==> src/rtl/ipf_lcu_feeder_pkg.sv <==
// Shared constants, field positions and state types for ipf_lcu_feeder.
// Build option IPF_FEEDER_RASTER_EN selects raster-ordered image addressing.
package ipf_pkg;

   localparam int IMG_W  = 128;
   localparam int AW     = $clog2(IMG_W * IMG_W);
   localparam int PAR_W  = 24;

   localparam int PT_MSB = 23;
   localparam int PT_LSB = 22;
   localparam int BP_MSB = 21;
   localparam int BP_LSB = 17;
   localparam int WO_BIT = 16;
   localparam int OF_MSB = 15;
   localparam int OF_LSB = 0;

   typedef enum logic [1:0] {
      SZ_16,
      SZ_32,
      SZ_64,
      SZ_RSV
   } lcu_sz_e;

   typedef enum logic [1:0] {
      ST_IDLE,
      ST_LOAD,
      ST_STREAM
   } state_e;

   // The reserved code walks the frame exactly like the 64x64 code.
   function automatic logic [1:0] eff_code(input logic [1:0] c);
      return (c == SZ_RSV) ? SZ_64 : c;
   endfunction

endpackage

==> src/rtl/ipf_lcu_feeder_if.sv <==
// Pixel stream and per-LCU side channel from the feeder into IPF.
// Master drives pixels/parameters; slave returns back-pressure.
interface ipf_lcu_feeder_if;

   logic        in_en;
   logic        busy;
   logic [7:0]  din;
   logic [1:0]  ipf_type;
   logic [4:0]  ipf_band_pos;
   logic        ipf_wo_class;
   logic [15:0] ipf_offset;
   logic [2:0]  lcu_x;
   logic [2:0]  lcu_y;
   logic [1:0]  lcu_size;

   modport master (
      output in_en, din, ipf_type, ipf_band_pos, ipf_wo_class,
      output ipf_offset, lcu_x, lcu_y, lcu_size,
      input  busy
   );

   modport slave (
      input  in_en, din, ipf_type, ipf_band_pos, ipf_wo_class,
      input  ipf_offset, lcu_x, lcu_y, lcu_size,
      output busy
   );

endinterface

==> src/rtl/ipf_lcu_feeder_fifo.sv <==
// Two-entry pixel skid buffer between the image memory and the IPF port.
module ipf_feed_fifo (
   input  logic       i_clk,
   input  logic       i_reset,
   input  logic       i_clr,
   input  logic       i_push,
   input  logic [7:0] i_data,
   input  logic       i_pop,
   output logic [7:0] o_data,
   output logic       o_ne,
   output logic [1:0] o_occ
);

   logic [1:0][7:0] r_mem;
   logic            r_wp;
   logic            r_rp;
   logic [1:0]      r_cnt;

   always_ff @(posedge i_clk or negedge i_reset) begin
      if (!i_reset) begin
         r_mem <= '0;
         r_wp  <= 1'b0;
         r_rp  <= 1'b0;
         r_cnt <= 2'd0;
      end else if (i_clr) begin
         r_wp  <= 1'b0;
         r_rp  <= 1'b0;
         r_cnt <= 2'd0;
      end else begin
         if (i_push) begin
            r_mem[r_wp] <= i_data;
            r_wp        <= ~r_wp;
         end
         if (i_pop)
            r_rp <= ~r_rp;
         r_cnt <= r_cnt + {1'b0, i_push} - {1'b0, i_pop};
      end
   end

   assign o_data = r_mem[r_rp];
   assign o_ne   = (r_cnt != 2'd0);
   assign o_occ  = r_cnt;

endmodule

==> src/rtl/ipf_lcu_feeder.sv <==
// Walks a 128x128 frame LCU by LCU and streams pixels plus parameters into IPF.
// IPF_FEEDER_RASTER_EN: raster image layout; default: LCU-contiguous layout.
module ipf_lcu_feeder
   import ipf_pkg::*;
(
   input  logic             i_clk,
   input  logic             i_reset,
   input  logic             i_start,
   input  logic [1:0]       i_cfg_lcu_size,
   output logic             o_img_rd,
   output logic [AW-1:0]    o_img_addr,
   input  logic [7:0]       i_img_data,
   output logic             o_par_rd,
   output logic [5:0]       o_par_addr,
   input  logic [PAR_W-1:0] i_par_data,
   output logic             o_active,
   output logic             o_done,
   ipf_lcu_feeder_if.master ipf
);

   state_e        r_state;
   state_e        w_nxt;
   logic [1:0]    r_code;
   logic [5:0]    r_n;
   logic [12:0]   r_rd_cnt;
   logic [11:0]   r_pop_cnt;
   logic          r_inflight;
   logic          r_first;
   logic          r_done;
   logic [2:0]    r_lcu_x;
   logic [2:0]    r_lcu_y;
   logic [1:0]    r_type;
   logic [4:0]    r_band;
   logic          r_wo;
   logic [15:0]   r_off;

   logic [1:0]    w_c;
   logic [2:0]    w_lg;
   logic [2:0]    w_lgb;
   logic [2:0]    w_x;
   logic [2:0]    w_y;
   logic [5:0]    w_nb_m1;
   logic [11:0]   w_sq_m1;
   logic [11:0]   w_idx;
   logic [AW-1:0] w_addr;
   logic [1:0]    w_occ;
   logic [2:0]    w_lvl;
   logic [7:0]    w_dout;
   logic          w_ne;
   logic          w_pop;
   logic          w_more;
   logic          w_last;
   logic          w_end;
   logic          w_go;
   logic          w_rd;
   logic          w_prd;
   logic          w_acc_last;

   assign w_c     = eff_code(r_code);
   assign w_lg    = 3'd4 + {1'b0, w_c};
   assign w_lgb   = 3'd3 - {1'b0, w_c};
   assign w_nb_m1 = 6'h3f >> {w_c, 1'b0};
   assign w_sq_m1 = 12'hfff >> (3'd4 - {w_c, 1'b0});
   assign w_x     = r_n[2:0] & (3'h7 >> w_c);
   assign w_y     = 3'(r_n >> w_lgb);

   assign w_pop  = w_ne & ~ipf.busy;
   assign w_last = (r_pop_cnt == w_sq_m1);
   assign w_end  = (r_n == w_nb_m1);
   assign w_more = (r_rd_cnt <= {1'b0, w_sq_m1});
   assign w_lvl  = {1'b0, w_occ} + {2'b0, r_inflight};
   assign w_idx  = (r_state == ST_LOAD) ? 12'd0 : r_rd_cnt[11:0];

`ifdef IPF_FEEDER_RASTER_EN
   logic [AW-1:0] w_py;
   logic [AW-1:0] w_px;
   assign w_py   = AW'(w_idx >> w_lg);
   assign w_px   = AW'(w_idx) & ((AW'(1) << w_lg) - AW'(1));
   assign w_addr = ((AW'(w_y) << w_lg) + w_py) * AW'(IMG_W)
                 + (AW'(w_x) << w_lg) + w_px;
`else
   logic [3:0] w_lg2;
   assign w_lg2  = {w_lg, 1'b0};
   assign w_addr = (AW'(r_n) << w_lg2) + AW'(w_idx);
`endif

   always_ff @(posedge i_clk or negedge i_reset) begin
      if (!i_reset)
         r_state <= ST_IDLE;
      else
         r_state <= w_nxt;
   end

   always_comb begin
      w_nxt      = r_state;
      w_go       = 1'b0;
      w_rd       = 1'b0;
      w_prd      = 1'b0;
      w_acc_last = 1'b0;
      unique case (r_state)
         ST_IDLE: begin
            // A start coinciding with the done cycle is dropped.
            if (i_start && !r_done) begin
               w_go  = 1'b1;
               w_nxt = ST_LOAD;
            end
         end
         ST_LOAD: begin
            w_prd = 1'b1;
            w_rd  = 1'b1;
            w_nxt = ST_STREAM;
         end
         ST_STREAM: begin
            w_rd = w_more && (w_lvl < 3'd2 + {2'b0, w_pop});
            if (w_pop && w_last) begin
               w_acc_last = 1'b1;
               w_nxt      = w_end ? ST_IDLE : ST_LOAD;
            end
         end
         default: w_nxt = ST_IDLE;
      endcase
   end

   always_ff @(posedge i_clk or negedge i_reset) begin
      if (!i_reset) begin
         r_code     <= 2'd0;
         r_n        <= 6'd0;
         r_rd_cnt   <= 13'd0;
         r_pop_cnt  <= 12'd0;
         r_inflight <= 1'b0;
         r_first    <= 1'b0;
         r_done     <= 1'b0;
         r_lcu_x    <= 3'd0;
         r_lcu_y    <= 3'd0;
         r_type     <= 2'd0;
         r_band     <= 5'd0;
         r_wo       <= 1'b0;
         r_off      <= 16'd0;
      end else begin
         r_inflight <= w_rd;
         r_first    <= (r_state == ST_LOAD);
         r_done     <= w_acc_last & w_end;
         if (w_go) begin
            r_code <= i_cfg_lcu_size;
            r_n    <= 6'd0;
         end else if (w_acc_last && !w_end) begin
            r_n <= r_n + 6'd1;
         end
         if (r_state == ST_LOAD) begin
            r_rd_cnt  <= 13'd1;
            r_pop_cnt <= 12'd0;
         end else begin
            if (w_rd)
               r_rd_cnt <= r_rd_cnt + 13'd1;
            if (w_pop)
               r_pop_cnt <= r_pop_cnt + 12'd1;
         end
         if (r_first) begin
            r_type  <= i_par_data[PT_MSB:PT_LSB];
            r_band  <= i_par_data[BP_MSB:BP_LSB];
            r_wo    <= i_par_data[WO_BIT];
            r_off   <= i_par_data[OF_MSB:OF_LSB];
            r_lcu_x <= w_x;
            r_lcu_y <= w_y;
         end
      end
   end

   ipf_feed_fifo u_fifo (
      .i_clk   (i_clk),
      .i_reset (i_reset),
      .i_clr   (w_go),
      .i_push  (r_inflight),
      .i_data  (i_img_data),
      .i_pop   (w_pop),
      .o_data  (w_dout),
      .o_ne    (w_ne),
      .o_occ   (w_occ)
   );

   assign o_img_rd   = w_rd;
   assign o_img_addr = w_rd ? w_addr : '0;
   assign o_par_rd   = w_prd;
   assign o_par_addr = w_prd ? r_n : 6'd0;
   assign o_active   = (r_state != ST_IDLE) | r_done;
   assign o_done     = r_done;

   assign ipf.in_en        = w_ne;
   assign ipf.din          = w_dout;
   assign ipf.ipf_type     = r_type;
   assign ipf.ipf_band_pos = r_band;
   assign ipf.ipf_wo_class = r_wo;
   assign ipf.ipf_offset   = r_off;
   assign ipf.lcu_x        = r_lcu_x;
   assign ipf.lcu_y        = r_lcu_y;
   assign ipf.lcu_size     = r_code;

endmodule

==> src/flat_wrapper.sv <==
// flat-port wrapper written by rule: the top's interface ports become plain ports
module ipf_lcu_feeder_flat import ipf_pkg::*;
  (i_clk, i_reset, i_start, i_cfg_lcu_size, o_img_rd, o_img_addr, i_img_data, o_par_rd, o_par_addr, i_par_data, o_active, o_done, ipf_in_en, ipf_din, ipf_ipf_type, ipf_ipf_band_pos, ipf_ipf_wo_class, ipf_ipf_offset, ipf_lcu_x, ipf_lcu_y, ipf_lcu_size, ipf_busy);
  ipf_lcu_feeder_if ipf_i ();
  input  logic i_clk;
  input  logic i_reset;
  input  logic i_start;
  input  logic [1:0] i_cfg_lcu_size;
  output logic o_img_rd;
  output logic [AW-1:0] o_img_addr;
  input  logic [7:0] i_img_data;
  output logic o_par_rd;
  output logic [5:0] o_par_addr;
  input  logic [PAR_W-1:0] i_par_data;
  output logic o_active;
  output logic o_done;
  output wire logic [$bits(ipf_i.in_en)-1:0] ipf_in_en;
  output wire logic [$bits(ipf_i.din)-1:0] ipf_din;
  output wire logic [$bits(ipf_i.ipf_type)-1:0] ipf_ipf_type;
  output wire logic [$bits(ipf_i.ipf_band_pos)-1:0] ipf_ipf_band_pos;
  output wire logic [$bits(ipf_i.ipf_wo_class)-1:0] ipf_ipf_wo_class;
  output wire logic [$bits(ipf_i.ipf_offset)-1:0] ipf_ipf_offset;
  output wire logic [$bits(ipf_i.lcu_x)-1:0] ipf_lcu_x;
  output wire logic [$bits(ipf_i.lcu_y)-1:0] ipf_lcu_y;
  output wire logic [$bits(ipf_i.lcu_size)-1:0] ipf_lcu_size;
  input wire logic [$bits(ipf_i.busy)-1:0] ipf_busy;
  assign ipf_in_en = ipf_i.in_en;
  assign ipf_din = ipf_i.din;
  assign ipf_ipf_type = ipf_i.ipf_type;
  assign ipf_ipf_band_pos = ipf_i.ipf_band_pos;
  assign ipf_ipf_wo_class = ipf_i.ipf_wo_class;
  assign ipf_ipf_offset = ipf_i.ipf_offset;
  assign ipf_lcu_x = ipf_i.lcu_x;
  assign ipf_lcu_y = ipf_i.lcu_y;
  assign ipf_lcu_size = ipf_i.lcu_size;
  assign ipf_i.busy = ipf_busy;
  ipf_lcu_feeder u_core (.i_clk(i_clk), .i_reset(i_reset), .i_start(i_start), .i_cfg_lcu_size(i_cfg_lcu_size), .o_img_rd(o_img_rd), .o_img_addr(o_img_addr), .i_img_data(i_img_data), .o_par_rd(o_par_rd), .o_par_addr(o_par_addr), .i_par_data(i_par_data), .o_active(o_active), .o_done(o_done), .ipf(ipf_i));
endmodule
==> config.mk <==
export PLATFORM = sky130hd
export DESIGN_NAME = ipf_lcu_feeder_flat
export DESIGN_NICKNAME = d
export VERILOG_FILES = /design/src/rtl/ipf_lcu_feeder_pkg.sv /design/src/rtl/ipf_lcu_feeder_if.sv /design/src/rtl/ipf_lcu_feeder_fifo.sv /design/src/rtl/ipf_lcu_feeder.sv /design/src/flat_wrapper.sv
export SDC_FILE = /design/constraint.sdc
export NUM_CORES = 1
export LEC_CHECK = 0
export ABC_AREA = 1
export CORE_UTILIZATION = 37
export CTS_CLUSTER_DIAMETER = 30
export CTS_CLUSTER_SIZE = 24
export DETAILED_ROUTE_END_ITERATION = 8
export PLACE_DENSITY_LB_ADDON = 0.25
export SETUP_SLACK_MARGIN = 0.4
export SLEW_MARGIN = 20
export SYNTH_ARGS = -nofsm -noshare
export SYNTH_HDL_FRONTEND = slang
export SYNTH_SLANG_ARGS = --single-unit
==> constraint.sdc <==
create_clock -name i_clk -period 3.1 [get_ports i_clk]
set_input_delay 0.62 -clock i_clk [delete_from_list [all_inputs] [get_ports i_clk]]
set_output_delay 0.62 -clock i_clk [all_outputs]
set_load 0.005 [all_outputs]
Yosys cells after proc, flatten, opt, wreduce, memory -nomap -nowiden
Index checks and enable logic that the tools add are counted.
{"block": "op_classes", "add_sub_neg": 11, "n_lt_le_gt_ge": 5, "n_eq_ne": 7, "shifts": 5, "mux": 30, "n_bitwise": 8, "n_reduce_logical": 17}
{"cell": "$mux 12", "n": 3}
{"cell": "$mux 13", "n": 2}
{"cell": "$mux 8", "n": 3}
{"cell": "$mux 6", "n": 3}
{"cell": "$bwmux 16", "n": 1}
{"cell": "$add 14x12->14", "n": 1}
{"cell": "$mux 14", "n": 1}
{"cell": "$reduce_bool 2->1", "n": 7}
{"cell": "$shl 6x4->14", "n": 1}
{"cell": "$add 13x1->13 const B", "n": 1}
{"cell": "$le 13x12->1", "n": 1}
{"cell": "$add 12x1->12 const B", "n": 1}
{"cell": "$eq 12x12->1", "n": 1}
{"cell": "$shr 12x3->12 const A", "n": 1}
{"cell": "$mux 1", "n": 10}
{"cell": "$demux 8 s1", "n": 1}
{"cell": "$mux 2", "n": 4}
{"cell": "$add 6x1->6 const B", "n": 1}
{"cell": "$eq 6x6->1", "n": 1}
{"cell": "$pmux 2 s3", "n": 1}
{"cell": "$shr 6x3->3", "n": 1}
{"cell": "$shr 6x3->6 const A", "n": 1}
{"cell": "$logic_and 1x1->1", "n": 5}
{"cell": "$eq 2x2->1 const B", "n": 2}
{"cell": "other kinds (21)", "n": 29}
{"block": "word_totals", "regBits": 88, "input_bits": 38, "output_inout_bits": 65, "elab_cells": 102}

Depth between registers and ports, before layout
{"block": "logic_depth", "word_depth": 11, "mapped_depth": 13, "depth_no_buf": 13}

Hierarchy
A second synthesis with hierarchy kept.
{"block": "unflattened", "cells_unflattened": 564, "area_unflattened_um2": 4998.5}
{"module": "ipf_lcu_feeder", "n_inst": 1, "cells_per_inst": 470, "area_each_um2": 4008.8, "seq_area_each_um2": 1701.6}
{"module": "ipf_feed_fifo", "n_inst": 1, "cells_per_inst": 94, "area_each_um2": 989.7, "seq_area_each_um2": 500.5}

Worst setup path after synthesis
OpenSTA, ideal clock, no wires.
{"block": "synth_timing", "kind": "reg-to-output", "from": "register u_core.r_state[1]", "to": "output port o_img_addr[13]", "t_arrival_ps": 2389, "setup_slack_ps": 91, "stages_incl_launch_ff": 13, "cell_sequence": "dfrtp_1 -> inv_1 -> ha_1 -> clkbuf_1 -> clkbuf_1 -> nor2_1 -> ha_1 -> a21oi_1 -> nand2_1 -> a21oi_1 -> nor2_1 -> xor2_1 -> nor2_1"}
{"block": "synth_via", "elab_chain_cells": 4}
{"element": "start: declaration", "line_no": "ipf_lcu_feeder.sv:21", "rtl": "state_e r_state;"}
{"element": "start signal: assignment", "line_no": "ipf_lcu_feeder.sv:91", "rtl": "r_state <= w_nxt;"}
{"element": "$eq 2x1->1", "line_no": "ipf_lcu_feeder.sv:72, ipf_lcu_feeder.sv:100"}
{"element": "$mux 12", "line_no": "ipf_lcu_feeder.sv:72", "rtl": "assign w_idx = (r_state == ST_LOAD) ? 12'd0 : r_rd_cnt[11:0];"}
{"element": "$add 14x12->14", "line_no": "ipf_lcu_feeder.sv:84", "rtl": "assign w_addr = (AW'(r_n) << w_lg2) + AW'(w_idx);"}
{"element": "$mux 14 (*)", "line_no": "ipf_lcu_feeder.sv:182", "rtl": "assign o_img_addr = w_rd ? w_addr : '0;"}
{"element": "end: declaration", "line_no": "flat_wrapper.sv:10", "rtl": "output logic [AW-1:0] o_img_addr;"}
Every way passes the cells marked *; elsewhere a longest branch is shown, timed or not.

Worst setup path after layout
{"block": "layout_timing", "from": "register u_core.r_code[1] (netlist: u_core.ipf.lcu_size[1])", "to": "output port o_img_addr[12]"}
{"block": "layout_via", "elab_chain_cells": 8}
{"element": "start: declaration", "line_no": "ipf_lcu_feeder.sv:23", "rtl": "logic [1:0] r_code;"}
{"element": "start signal: assignment", "line_no": "ipf_lcu_feeder.sv:144", "rtl": "r_code <= i_cfg_lcu_size;"}
{"element": "$eq 2x2->1", "line_no": "ipf_lcu_feeder_pkg.sv:32", "rtl": "return (c == SZ_RSV) ? SZ_64 : c;"}
{"element": "$mux 2 (*)", "line_no": "ipf_lcu_feeder_pkg.sv:32"}
{"element": "$sub 3x3->3", "line_no": "ipf_lcu_feeder.sv:63", "rtl": "assign w_sq_m1 = 12'hfff >> (3'd4 - {w_c, 1'b0});"}
{"element": "$shr 12x3->12", "line_no": "ipf_lcu_feeder.sv:63"}
{"element": "$le 13x12->1", "line_no": "ipf_lcu_feeder.sv:70", "rtl": "assign w_more = (r_rd_cnt <= {1'b0, w_sq_m1});"}
{"element": "$logic_and 1x1->1", "line_no": "ipf_lcu_feeder.sv:114", "rtl": "w_rd = w_more && (w_lvl < 3'd2 + {2'b0, w_pop});"}
{"element": "$pmux 1 s2", "line_no": "ipf_lcu_feeder.sv:100", "rtl": "unique case (r_state)"}
{"element": "$mux 14 (*)", "line_no": "ipf_lcu_feeder.sv:182"}
Marked as above.

==> impl_metrics.toml <==
[placement]
postPlaceCellArea_mm2 = 0.00621
pre_cts_slack_ns = -0.00771
gp_congestion = 0.936
io_buffers = 102
hpwl_um = 8890
dp.cells = 864

[critical_path]
worstPathRequired_ns = 2.48
cp.arrival_ns = 2.46
start_kind = "register"
reg2reg_to = "u_core.r_rd_cnt[0]"
rrSetupSlack_ns = 0.81
crit_path_end_kind = "primary output"
r2r-start = "u_core.ipf.lcu_size[1]"
crit_type = "reg -> out"
cp_max_fo = 4
reg2reg_depth = 13

[flow_run]
cap_viol_max_count = 0

[sta]
finalHoldViolations = 0
fin_skew_ns = 0.00719
finalCriticalPeriod_ns = 3.08
tightest_slew_ns = 0.701
max_freq_mhz = 324
max_slew_margin_pct = 53.3
finalSetupViolCount = 0
finalWorstSetupSlack_ns = 0.0181
grt_setup_unrepaired = "yes"
fin_tns_setup_ns = 0
drv_slew = 0
fin_crit_sh_pct = 99.4

[synthesis]
ys_warn_count = 0
syn-num-nets = 650
synth_top_area_share_pct = 44.8
syn_avg_cell_area_um2 = 8.32
synth_ff_type = "dfrtp_1"
synth-seq-cells = 88
yosys-top-cells-area = "dfrtp_1 45%, nand2_1 11%, mux2_2 5.7%"
synthArstFlopShare_pct = 100
synth_top_cell_by_area = "dfrtp_1"
postSynthCellCount = 590
netlist_area_mm2 = 0.00491
synth_enable_flop_cells = 0
synth_cell_type_count = 45
ys_seq_area_share_pct = 44.8

[die]
floorplan.initialDensity_pct = 38.4
fp.dieW_um = 117
coreArea_mm2 = 0.0128
io_pins = 103
die_area_mm2 = 0.0137
rows = 41
dieHeight_um = 117

[pwr]
ir_drop_mv = 0.387
p_per_area_mw_per_mm2 = 862
power.leakage_nw = 3.21

[layout]
nets = 787
final_layout_size_suffix_gt1_share_pct = 21.7
fin_area_mm2 = 0.00698
mostFrequentLayoutCell = "nand2_1"
area_growth_pct = 42.1
fin_util_pct = 54.6
n_antenna_cell = 0
final_cell_mix = "143 x nand2_1, 86 x clkdlybuf4s50_1, 84 x dfrtp_1"
seq_area_mm2 = 0.00221
num-fill-cells = 1094
multi_input_area_mm2 = 0.00263
fin_cells = 904

[detailed_routing]
vias_per_cell = 4.94
drc = 0
routed_wl_um = 13200
drt_iter0_markers = 222
vias = 4463
ant_nets = 0
avgRoutedWirePerCell_um = 14.6
drtPass1Iterations = 7

[status]
outcome = "finished clean"

[cts]
insertion_delay_ns = 0.35
hold_buffers = 0
clock-sinks = 88
cts_buffers = 9
cts_tree = "built"
clock_path_buffers = 2
cts_root_buf = "clkbuf_16"
htree_levels = 3
clkTransAtPathRegs_ns = 0.06

[global_route]
grt_overflow = 0
antenna_found_initial = 0
grt_max_degree = 51
grt_pass1_vias = 4149
grt_pass1_wl_um = 20400
grt_use_total_pct = 19.5

[hold_path]
worst_hold_path_type = "in -> async"
stage by stage:
stage | power, W | hold WS (ns)
global placement | 0.00429 | 0.466
global route | 0.00644 | 0.371
floorplan | 0.00318 | 0.324
detailed placement | 0.00436 | 0.475
finish | 0.00602 | 0.315
CTS | 0.00591 | 0.342
metal layers:
layer  part of all wire [%]  up-vias  track usage (%)
li1                       -     2171                -
met1                     45     2136             25.4
met2                     47      139             31.8
met3                    6.1       17             3.76
met4                    1.8        0             7.85
met5                      0        -                0
state kept, by name, indices dropped and copies added, names as in the netlist, 3 cells and up:
signal / cells
u_core.ipf.ipf_offset: 16
u_core.u_fifo.r_mem: 16
u_core.r_rd_cnt: 13
u_core.r_pop_cnt: 12
u_core.r_n: 6
u_core.ipf.ipf_band_pos: 5
u_core.ipf.lcu_x: 3
u_core.ipf.lcu_y: 3
worst max path at each step:
stage	start	endpoint	slack (ns)	depth (start not counted)
3_5_place_dp	ipf_busy	o_img_addr[8]	-0.008	9
5_1_grt	u_core.ipf.lcu_size[1]	o_img_addr[12]	-0.06	12
6_report	u_core.ipf.lcu_size[1]	o_img_addr[12]	0.02	13
4_1_cts	u_core.ipf.lcu_size[1]	o_img_addr[13]	0.06	13
2_1_floorplan	u_core.r_state[1]	o_img_addr[13]	0.41	12
3_3_place_gp	ipf_busy	o_img_addr[8]	0.01	9
logic make-up (layout without fill, tap and decap cells):
logic type | Yosys count | after routing | synth area share [%]
buffers and inverters | 90 | 232 | 7.29
DFF | 88 | 88 | 44.8
muxes | 25 | 25 | 5.73
xor gates and xnor gates | 19 | 19 | 3.39
and+or+nand+nor | 274 | 274 | 24.4
adders and majority gates | 22 | 22 | 5.76
AOI/OAI and AO/OA | 70 | 70 | 8.43
other | 2 | 2 | 0.153
area by class of cell:
type	instances	share of cell area [%]
inverter	74	4.18
sequential	88	31.6
timing repair buffer	142	18.9
clock inverter	5	1.18
tap	172	3.08
clock buffer	11	3.33
multi-input combinational	412	37.6
critical path, stage by stage (launching register included):
cell and delay (ns):
dfrtp_2 0.45, nor2_4 0.20, buf_6 0.14, buf_6 0.10, nand2_4 0.05, o21ai_4 0.08
ha_4 0.23, buf_6 0.12, nand2_2 0.06, nor2_2 0.04, a211oi_2 0.29, xnor2_2 0.19
nor2_4 0.04, buf_2 0.12
power breakdown:
part | total (W) | switching (W) | internal (W)
registers | 0.00190 | 0.000347 | 0.00155
clock network | 0.00118 | 0.000466 | 0.000709
logic | 0.00294 | 0.00142 | 0.00152
cells in the mapped netlist (2+ instances only):
| cell type | instances |
|---|---|
| buf_4 | 2 |
| mux2_2 | 25 |
| nor3b_1 | 2 |
| dfrtp_1 | 88 |
| nand3_1 | 23 |
| conb_1 | 2 |
| clkinv_1 | 2 |
| o21ai_1 | 2 |
| xor2_1 | 15 |
| nor2_1 | 62 |
| nand2_1 | 146 |
| a21oi_1 | 16 |
| nor3_2 | 2 |
| a21oi_4 | 2 |
| clkbuf_1 | 7 |
| nor2_4 | 2 |
| o21ai_0 | 40 |
| o211ai_1 | 2 |
| o2111ai_1 | 2 |
| nor4_1 | 5 |
| buf_1 | 2 |
| nand4_1 | 9 |
| xnor2_1 | 4 |
| or2_2 | 2 |
| nand3b_1 | 2 |
| nor3_1 | 10 |
| nand2_2 | 3 |
| inv_1 | 69 |
| ha_1 | 21 |
| inv_2 | 3 |
| buf_2 | 4 |
what timing repair did:
item	in CTS	in global routing
buffers inserted	20	4
resized for setup	108	29
pin swaps	20	16
setup endpoints to repair	15	22
gates cloned	0	0
Power figures use the tool's default switching activity.
